$ cat src/rtl/inst_issue_buffer_if.sv
// Fetch/issue bundle for inst_issue_buffer.
//   master : fetch + id side (drives pc/inst/we/flush/stall, observes full and head outputs)
//   slave  : the buffer itself
// Signals:
//   pc_i, inst1_i, inst2_i, we1_i, we2_i : fetched pair, inst2 at pc_i+4
//   flush_i, stall_i                     : discard queue / hold head
//   full_o                               : fewer than two free entries
//   valid_o, issue_o                     : head issuable, dual(1)/single(0)
//   inst1_o, inst2_o, pc1_o, pc2_o       : head and head+1 entries
//   is_in_delayslot1_o/2_o               : delay-slot flags of the issued entries
interface inst_issue_buffer_if;
  logic [31:0] pc_i;
  logic [31:0] inst1_i;
  logic [31:0] inst2_i;
  logic        we1_i;
  logic        we2_i;
  logic        flush_i;
  logic        stall_i;
  logic        full_o;
  logic        valid_o;
  logic        issue_o;
  logic [31:0] inst1_o;
  logic [31:0] inst2_o;
  logic [31:0] pc1_o;
  logic [31:0] pc2_o;
  logic        is_in_delayslot1_o;
  logic        is_in_delayslot2_o;

  modport master (
    output pc_i, inst1_i, inst2_i, we1_i, we2_i, flush_i, stall_i,
    input  full_o, valid_o, issue_o, inst1_o, inst2_o, pc1_o, pc2_o,
           is_in_delayslot1_o, is_in_delayslot2_o
  );

  modport slave (
    input  pc_i, inst1_i, inst2_i, we1_i, we2_i, flush_i, stall_i,
    output full_o, valid_o, issue_o, inst1_o, inst2_o, pc1_o, pc2_o,
           is_in_delayslot1_o, is_in_delayslot2_o
  );
endinterface

$ cat src/rtl/inst_issue_buffer.sv
// Circular instruction queue between icache fetch and the dual-issue id stage.
// Takes up to two instructions per cycle, presents the two oldest with pc and
// delay-slot flags plus a single/dual issue decision, and keeps every branch
// paired with its delay slot at issue.
// Ports:
//   clk  : clock, rising edge
//   rst  : asynchronous, active-low reset
//   bus  : inst_issue_buffer_if.slave (fetch write side + id issue side)
module inst_issue_buffer #(
  parameter int unsigned DEPTH  = 16,
  parameter int unsigned ADDR_W = 4
) (
  input logic                clk,
  input logic                rst,
  inst_issue_buffer_if.slave bus
);
  localparam int unsigned CNT_W        = ADDR_W + 1;
  localparam logic        DUAL_ISSUE   = 1'b1;
  localparam logic        SINGLE_ISSUE = 1'b0;

  logic [31:0]       inst_mem [DEPTH];
  logic [31:0]       pc_mem   [DEPTH];
  logic [DEPTH-1:0]  br_mem;
  logic [DEPTH-1:0]  ds_mem;

  logic [ADDR_W-1:0] head;
  logic [ADDR_W-1:0] tail;
  logic [ADDR_W-1:0] head1;
  logic [ADDR_W-1:0] tail1;
  logic [CNT_W-1:0]  count;
  logic              last_br;

  logic              full_c;
  logic              wr_en;
  logic              wr_dual;
  logic              br1;
  logic              br2;
  logic              valid_c;
  logic              dual_c;
  logic [1:0]        n_wr;
  logic [1:0]        n_ret;

  // Branch/jump pre-decode: anything that owns a delay slot.
  function automatic logic is_branch(input logic [31:0] inst);
    logic [5:0] op;
    logic [4:0] rt;
    logic [5:0] funct;
    op    = inst[31:26];
    rt    = inst[20:16];
    funct = inst[5:0];
    case (op)
      6'h00:   is_branch = (funct == 6'h08) || (funct == 6'h09);
      6'h01:   is_branch = (rt == 5'h00) || (rt == 5'h01) ||
                           (rt == 5'h10) || (rt == 5'h11);
      6'h02, 6'h03, 6'h04, 6'h05, 6'h06, 6'h07: is_branch = 1'b1;
      default: is_branch = 1'b0;
    endcase
  endfunction

  assign head1   = head + ADDR_W'(1);
  assign tail1   = tail + ADDR_W'(1);
  assign full_c  = (count >= CNT_W'(DEPTH - 1));
  assign wr_en   = !bus.flush_i && !full_c && bus.we1_i;
  assign wr_dual = wr_en && bus.we2_i;
  assign br1     = is_branch(bus.inst1_i);
  assign br2     = is_branch(bus.inst2_i);
  assign n_wr    = wr_en ? (wr_dual ? 2'd2 : 2'd1) : 2'd0;
  assign n_ret   = (valid_c && !bus.stall_i) ? (dual_c ? 2'd2 : 2'd1) : 2'd0;

  // Issue decision: a lone branch at the head waits for its delay slot.
  always_comb begin
    valid_c = 1'b0;
    dual_c  = 1'b0;
    if (count >= CNT_W'(2)) begin
      valid_c = 1'b1;
      dual_c  = br_mem[head] || !br_mem[head1];
    end else if (count == CNT_W'(1)) begin
      valid_c = !br_mem[head];
    end
  end

  // Head outputs, zeroed for slots that are not issued.
  always_comb begin
    bus.full_o             = full_c;
    bus.valid_o            = valid_c;
    bus.issue_o            = dual_c ? DUAL_ISSUE : SINGLE_ISSUE;
    bus.inst1_o            = 32'd0;
    bus.pc1_o              = 32'd0;
    bus.is_in_delayslot1_o = 1'b0;
    bus.inst2_o            = 32'd0;
    bus.pc2_o              = 32'd0;
    bus.is_in_delayslot2_o = 1'b0;
    if (valid_c) begin
      bus.inst1_o            = inst_mem[head];
      bus.pc1_o              = pc_mem[head];
      bus.is_in_delayslot1_o = ds_mem[head];
    end
    if (dual_c) begin
      bus.inst2_o            = inst_mem[head1];
      bus.pc2_o              = pc_mem[head1];
      bus.is_in_delayslot2_o = ds_mem[head1];
    end
  end

  // Entry storage; contents are only observed through count-qualified reads.
  always_ff @(posedge clk) begin
    if (wr_en) begin
      inst_mem[tail] <= bus.inst1_i;
      pc_mem[tail]   <= bus.pc_i;
      br_mem[tail]   <= br1;
      ds_mem[tail]   <= last_br;
    end
    if (wr_dual) begin
      inst_mem[tail1] <= bus.inst2_i;
      pc_mem[tail1]   <= bus.pc_i + 32'd4;
      br_mem[tail1]   <= br2;
      ds_mem[tail1]   <= br1;
    end
  end

  // Pointers, occupancy and the branch-carry flag; flush overrides everything.
  always_ff @(posedge clk or negedge rst) begin
    if (!rst) begin
      head    <= '0;
      tail    <= '0;
      count   <= '0;
      last_br <= 1'b0;
    end else if (bus.flush_i) begin
      head    <= '0;
      tail    <= '0;
      count   <= '0;
      last_br <= 1'b0;
    end else begin
      head  <= head + ADDR_W'(n_ret);
      tail  <= tail + ADDR_W'(n_wr);
      count <= count + CNT_W'(n_wr) - CNT_W'(n_ret);
      if (wr_en) begin
        last_br <= wr_dual ? br2 : br1;
      end
    end
  end
endmodule

$ cat src/flat_wrapper.sv
// flat-port wrapper written by rule: the top's interface ports become plain ports
module inst_issue_buffer_flat 
#(
  parameter int unsigned DEPTH  = 16,
  parameter int unsigned ADDR_W = 4
)
  (clk, rst, bus_pc_i, bus_inst1_i, bus_inst2_i, bus_we1_i, bus_we2_i, bus_flush_i, bus_stall_i, bus_full_o, bus_valid_o, bus_issue_o, bus_inst1_o, bus_inst2_o, bus_pc1_o, bus_pc2_o, bus_is_in_delayslot1_o, bus_is_in_delayslot2_o);
  inst_issue_buffer_if bus_i ();
  input logic clk;
  input logic rst;
  input wire logic [$bits(bus_i.pc_i)-1:0] bus_pc_i;
  input wire logic [$bits(bus_i.inst1_i)-1:0] bus_inst1_i;
  input wire logic [$bits(bus_i.inst2_i)-1:0] bus_inst2_i;
  input wire logic [$bits(bus_i.we1_i)-1:0] bus_we1_i;
  input wire logic [$bits(bus_i.we2_i)-1:0] bus_we2_i;
  input wire logic [$bits(bus_i.flush_i)-1:0] bus_flush_i;
  input wire logic [$bits(bus_i.stall_i)-1:0] bus_stall_i;
  output wire logic [$bits(bus_i.full_o)-1:0] bus_full_o;
  output wire logic [$bits(bus_i.valid_o)-1:0] bus_valid_o;
  output wire logic [$bits(bus_i.issue_o)-1:0] bus_issue_o;
  output wire logic [$bits(bus_i.inst1_o)-1:0] bus_inst1_o;
  output wire logic [$bits(bus_i.inst2_o)-1:0] bus_inst2_o;
  output wire logic [$bits(bus_i.pc1_o)-1:0] bus_pc1_o;
  output wire logic [$bits(bus_i.pc2_o)-1:0] bus_pc2_o;
  output wire logic [$bits(bus_i.is_in_delayslot1_o)-1:0] bus_is_in_delayslot1_o;
  output wire logic [$bits(bus_i.is_in_delayslot2_o)-1:0] bus_is_in_delayslot2_o;
  assign bus_i.pc_i = bus_pc_i;
  assign bus_i.inst1_i = bus_inst1_i;
  assign bus_i.inst2_i = bus_inst2_i;
  assign bus_i.we1_i = bus_we1_i;
  assign bus_i.we2_i = bus_we2_i;
  assign bus_i.flush_i = bus_flush_i;
  assign bus_i.stall_i = bus_stall_i;
  assign bus_full_o = bus_i.full_o;
  assign bus_valid_o = bus_i.valid_o;
  assign bus_issue_o = bus_i.issue_o;
  assign bus_inst1_o = bus_i.inst1_o;
  assign bus_inst2_o = bus_i.inst2_o;
  assign bus_pc1_o = bus_i.pc1_o;
  assign bus_pc2_o = bus_i.pc2_o;
  assign bus_is_in_delayslot1_o = bus_i.is_in_delayslot1_o;
  assign bus_is_in_delayslot2_o = bus_i.is_in_delayslot2_o;
  inst_issue_buffer #(.DEPTH(DEPTH), .ADDR_W(ADDR_W)) u_core (.clk(clk), .rst(rst), .bus(bus_i));
endmodule
$ cat config.mk
export PLATFORM = sky130hd
export DESIGN_NAME = inst_issue_buffer_flat
export DESIGN_NICKNAME = d
export VERILOG_FILES = /design/src/rtl/inst_issue_buffer_if.sv /design/src/rtl/inst_issue_buffer.sv /design/src/flat_wrapper.sv
export SDC_FILE = /design/constraint.sdc
export NUM_CORES = 2
export LEC_CHECK = 0
export CORE_MARGIN = 2
export CORE_UTILIZATION = 50
export CTS_CLUSTER_SIZE = 20
export DETAILED_ROUTE_END_ITERATION = 10
export PLACE_DENSITY_LB_ADDON = 0.15
export SYNTH_ARGS = -nofsm -noshare
export SYNTH_HDL_FRONTEND = slang
export SYNTH_SLANG_ARGS = --single-unit
$ cat constraint.sdc
create_clock -name clk -period 4.2 [get_ports clk]
set_input_delay 0.42 -clock clk [delete_from_list [all_inputs] [get_ports clk]]
set_output_delay 0.42 -clock clk [all_outputs]
set_load 0.01 [all_outputs]
==> results by group <==
Outcome
  • Failing checks: setup timing
  • Status: finished, violations left

Logic synthesis
  • Post-Synthesis Cells: around 5500
  • Synth Area in XOR/XNOR: under 10%
  • Mux cell area share after synthesis: 21.52%
  • Number of synthesized flops with an enable pin: 1024
  • Syn Nets: around 5600
  • Synth area leader: edfxtp_1
  • Syn avg cell area: 11.47 sq um
  • Compound-gate portion of the synthesized area: 2.963%
  • Synth Register Bits: 1070
  • Adder-Cell Fraction of Synth Area: 0.3597%
  • Syn Std Cell Area: between 60000 and 70000 sq um
  • Post-Synth Simple-Gate Area: 15.87%
  • Synth area leaders: edfxtp_1 (49%), mux4_2 (21%), nand2_1 (12%)
  • Seq/Total Area, Yosys: 50.14%
  • Commonest cells post-synth: nand2_1 (2085), edfxtp_1 (1024), mux4_2 (592)
  • Top cell type's share of synthesized area: 48.57%
  • Count leader, synth: nand2_1
  • Synth Warn #: 0
  • Yosys cell types: 55
  • Synth Flop Type: edfxtp_1
  • Largest family of logic cells by synthesized area: multiplexers
  • Async set-or-reset flop fraction in the synthesized netlist: under 10%

Clock network
  • CTS max path bufs: 3
  • Clk sink count: 1070
  • Root Buffer: clkbuf_16
  • Htree depth: 3
  • Num CTS Buffers: 117
  • Clk slew on worst S/H paths: ~0.06 ns
  • CTS tree: yes
  • Later-pin clock latency in the skew report: 0.74 ns

Global route
  • Initial antenna violation count: 14
  • Vias in the first global route: 46220
  • Largest net degree at the start of global routing: 115
  • GRT overflow: 0
  • Gr usage total: 35.41%
  • First-pass GRT wire length: 330500 microns

Die
  • Initial Utilization: between 50% and 60%
  • CORE AREA: 125600 sq um
  • Num rows: 130
  • # IOs: 235
  • Die area: 129500 sq um
  • Die width: 359.8 microns
  • Height of the die: roughly 360 microns

Layout
  • Area Growth Syn to Fin: 15.67%
  • Final Cell Area: 73230 sq um
  • Utilization after layout: 58.32%
  • Layout cells sized above 1: 20.72%
  • Fillers: roughly 10000
  • Final Net Count: 5666

Timing
  • Worst Tran Pin Value: 1.261 ns
  • Crit share post-route: 103.0%
  • Slew Limit Fails: 0
  • Final Setup Violations: 4
  • Max Clock Freq: 231.2 MHz
  • Slew HR: 15.91%
  • Fin crit period: around 4.3 ns
  • Final Hold Viols: 0
  • RSZ-0062 raised after global routing: yes
  • Worst setup margin: -0.1245 ns
  • Skew final: 0.04264 ns

Min path
  • Worst Hold Class: input pin to asynchronous set/reset pin

Route
  • DR iter-0 viols: around 7600
  • WL/cell: 31.87 microns
  • TritonRoute pass-1 iters: 6
  • DR vias/cell: about 6.6
  • Routed Antenna Nets: 0
  • # DRC: 0
  • Routed WL: 232500 microns
  • Via count: approximately 48000

Place
  • Post-place instance area: 68390 sq um
  • Buffers on Ports: between 200 and 250
  • DP HPWL: 126500 microns
  • RD Place Congestion: 0.8941

Power and ir drop
  • Power Density: around 560 nW/um^2
  • NetSw: around 0.014 W
  • Combinational share of power: a little under half
  • Int Power: 0.02709 W
  • Clock group share of total power: 24.6%
  • Sw Ratio: between 30 and 40%
  • Pleak: 26.33 nW
  • Worst vdd ir: between 0.0006 and 0.0007 V
  • Seq pwr share: 29.2%

Setup path
  • Critical path fanouts, max: 10
  • WP data required: around 3.8 ns
  • CP Capture Type: output pin
  • Setup CP Type: flip-flop to output pin
  • Startpoint Class: flip-flop
  • WP data arrival: 3.90 ns
  • Worst r2r path cells: 16

Job
  • MaxCap Viol Count: 0
## worst paths after layout
path / start / end / slack [ns]
setup / recovery: u_core.head[0]$_DFF_PN0_ / bus_pc2_o[10] / -0.12
hold / removal: rst / u_core.head[3]$_DFF_PN0_ / 0.12
setup reg to reg: u_core.head[0]$_DFF_PN0_ / u_core.count[4]$_DFF_PN0_ / 0.18
hold reg to reg: u_core.br_mem[1]$_DFF_P_ / u_core.br_mem[1]$_DFF_P_ / 0.50
max in group asynchronous: rst / u_core.head[0]$_DFF_PN0_ / 3.55
min in group clk: bus_we2_i / u_core.last_br$_DFFE_PN0P_ / 0.42
## through the flow
step                      setup WS [ns]  hold slack [ns]  power [W]  cells  setup TNS [ns]
after floorplan                  0.1905           0.1244    0.02332   5521               0
after detailed placement         0.1753           0.4884    0.02982   7035               0
final                           -0.1245           0.1183    0.04137   7295         -0.2870
after CTS                       -0.2084           0.1104    0.04103   7276          -1.335
after global placement           0.1795           0.4842    0.02977   7035               0
after global routing            -0.1960           0.1830    0.04271   7294         -0.6455
## cells in the final DEF, fill, tap and decap left out, types with 16 or more instances in the layout
cell type,Yosys,final
buf_16,0,18
xnor2_1,231,230
nor2_1,201,198
nand2_1,2085,2063
nand3_1,20,16
a211oi_1,65,62
dlygate4sd2_1,0,62
clkdlybuf4s50_1,0,131
dlymetal6s2s_1,0,26
and2_1,73,65
xor2_1,154,152
a311oi_1,66,33
clkbuf_16,0,124
buf_4,0,192
nor3_1,17,17
buf_12,0,58
dfxtp_1,32,32
clkinv_1,1,22
o21ai_0,115,115
mux4_2,592,592
a311oi_2,0,28
edfxtp_1,1024,1024
nor2b_1,71,61
nand2_4,0,22
mux2i_1,23,23
clkbuf_1,439,25
clkinv_2,0,27
## worst max-delay path, cell delays in order, from the launching register on
cell,delay (ns)
dfrtp_4,0.53
ha_4,0.35
mux4_2,0.52
mux2i_1,0.20
mux2_4,0.21
o21ai_4,0.06
buf_12,0.18
buf_4,0.20
a311oi_2,0.22
buf_4,0.15
clkdlybuf4s50_1,0.53
## power by group through the flow
stage               clock network, W  logic, W  registers (W)
floorplan                          0    0.0111         0.0122
finish                        0.0102    0.0191         0.0121
global route                  0.0106    0.0200         0.0121
global placement                   0    0.0175         0.0123
CTS                           0.0102    0.0187         0.0121
detailed placement                 0    0.0175         0.0123
## cells by family (layout without fill, tap and decap cells)
group	count (synthesis)	after routing
and+or+nand+nor	2522	2522
DFF	1070	1070
buffers and inverters	628	745
muxes	618	618
xor gates and xnor gates	385	385
AOI/OAI and AO/OA	281	281
adders and majority gates	17	17
other	0	7
## flip-flops by register name, summed over array words and instances (netlist names)
register and count:
u_core.count 5, u_core.last_br 1, u_core.tail 4, u_core.ds_mem 16, u_core.inst_mem 512, u_core.br_mem 16, u_core.pc_mem 512, u_core.head 4
## what timing repair did
action,4_1_cts,5_1_grt
setup buffers,18,8
gates cloned,13,4
gates resized for setup,152,66
hold buffers,0,0
hold endpoints to repair,0,0
endpoints found under the setup margin,131,49
pin swaps,3,7
## area by class of cell
class	instances	area, sq um	share of cell area (%)
diodes	7	17.52	0.02392
repair buffers	519	5799	7.920
flip-flops and latches	1070	31750	43.36
inverters	16	65.06	0.08885
well taps	1650	2064	2.819
clock buffers	145	3097	4.229
multi-input cells	3823	29880	40.80
clock inverters	65	554.3	0.7569
## layer usage
metal / global-route usage (%) / vias to the layer above / wire length (microns)
met1: 48.40 / 23970 / 84500
met4: 15.95 / 10 / 11700
met2: 54.22 / 3722 / 105400
met3: 8.281 / 688 / 30870
li1: - / 19650 / -
met5: 0 / - / 69
Note: power is estimated with default switching activity, not from simulation.
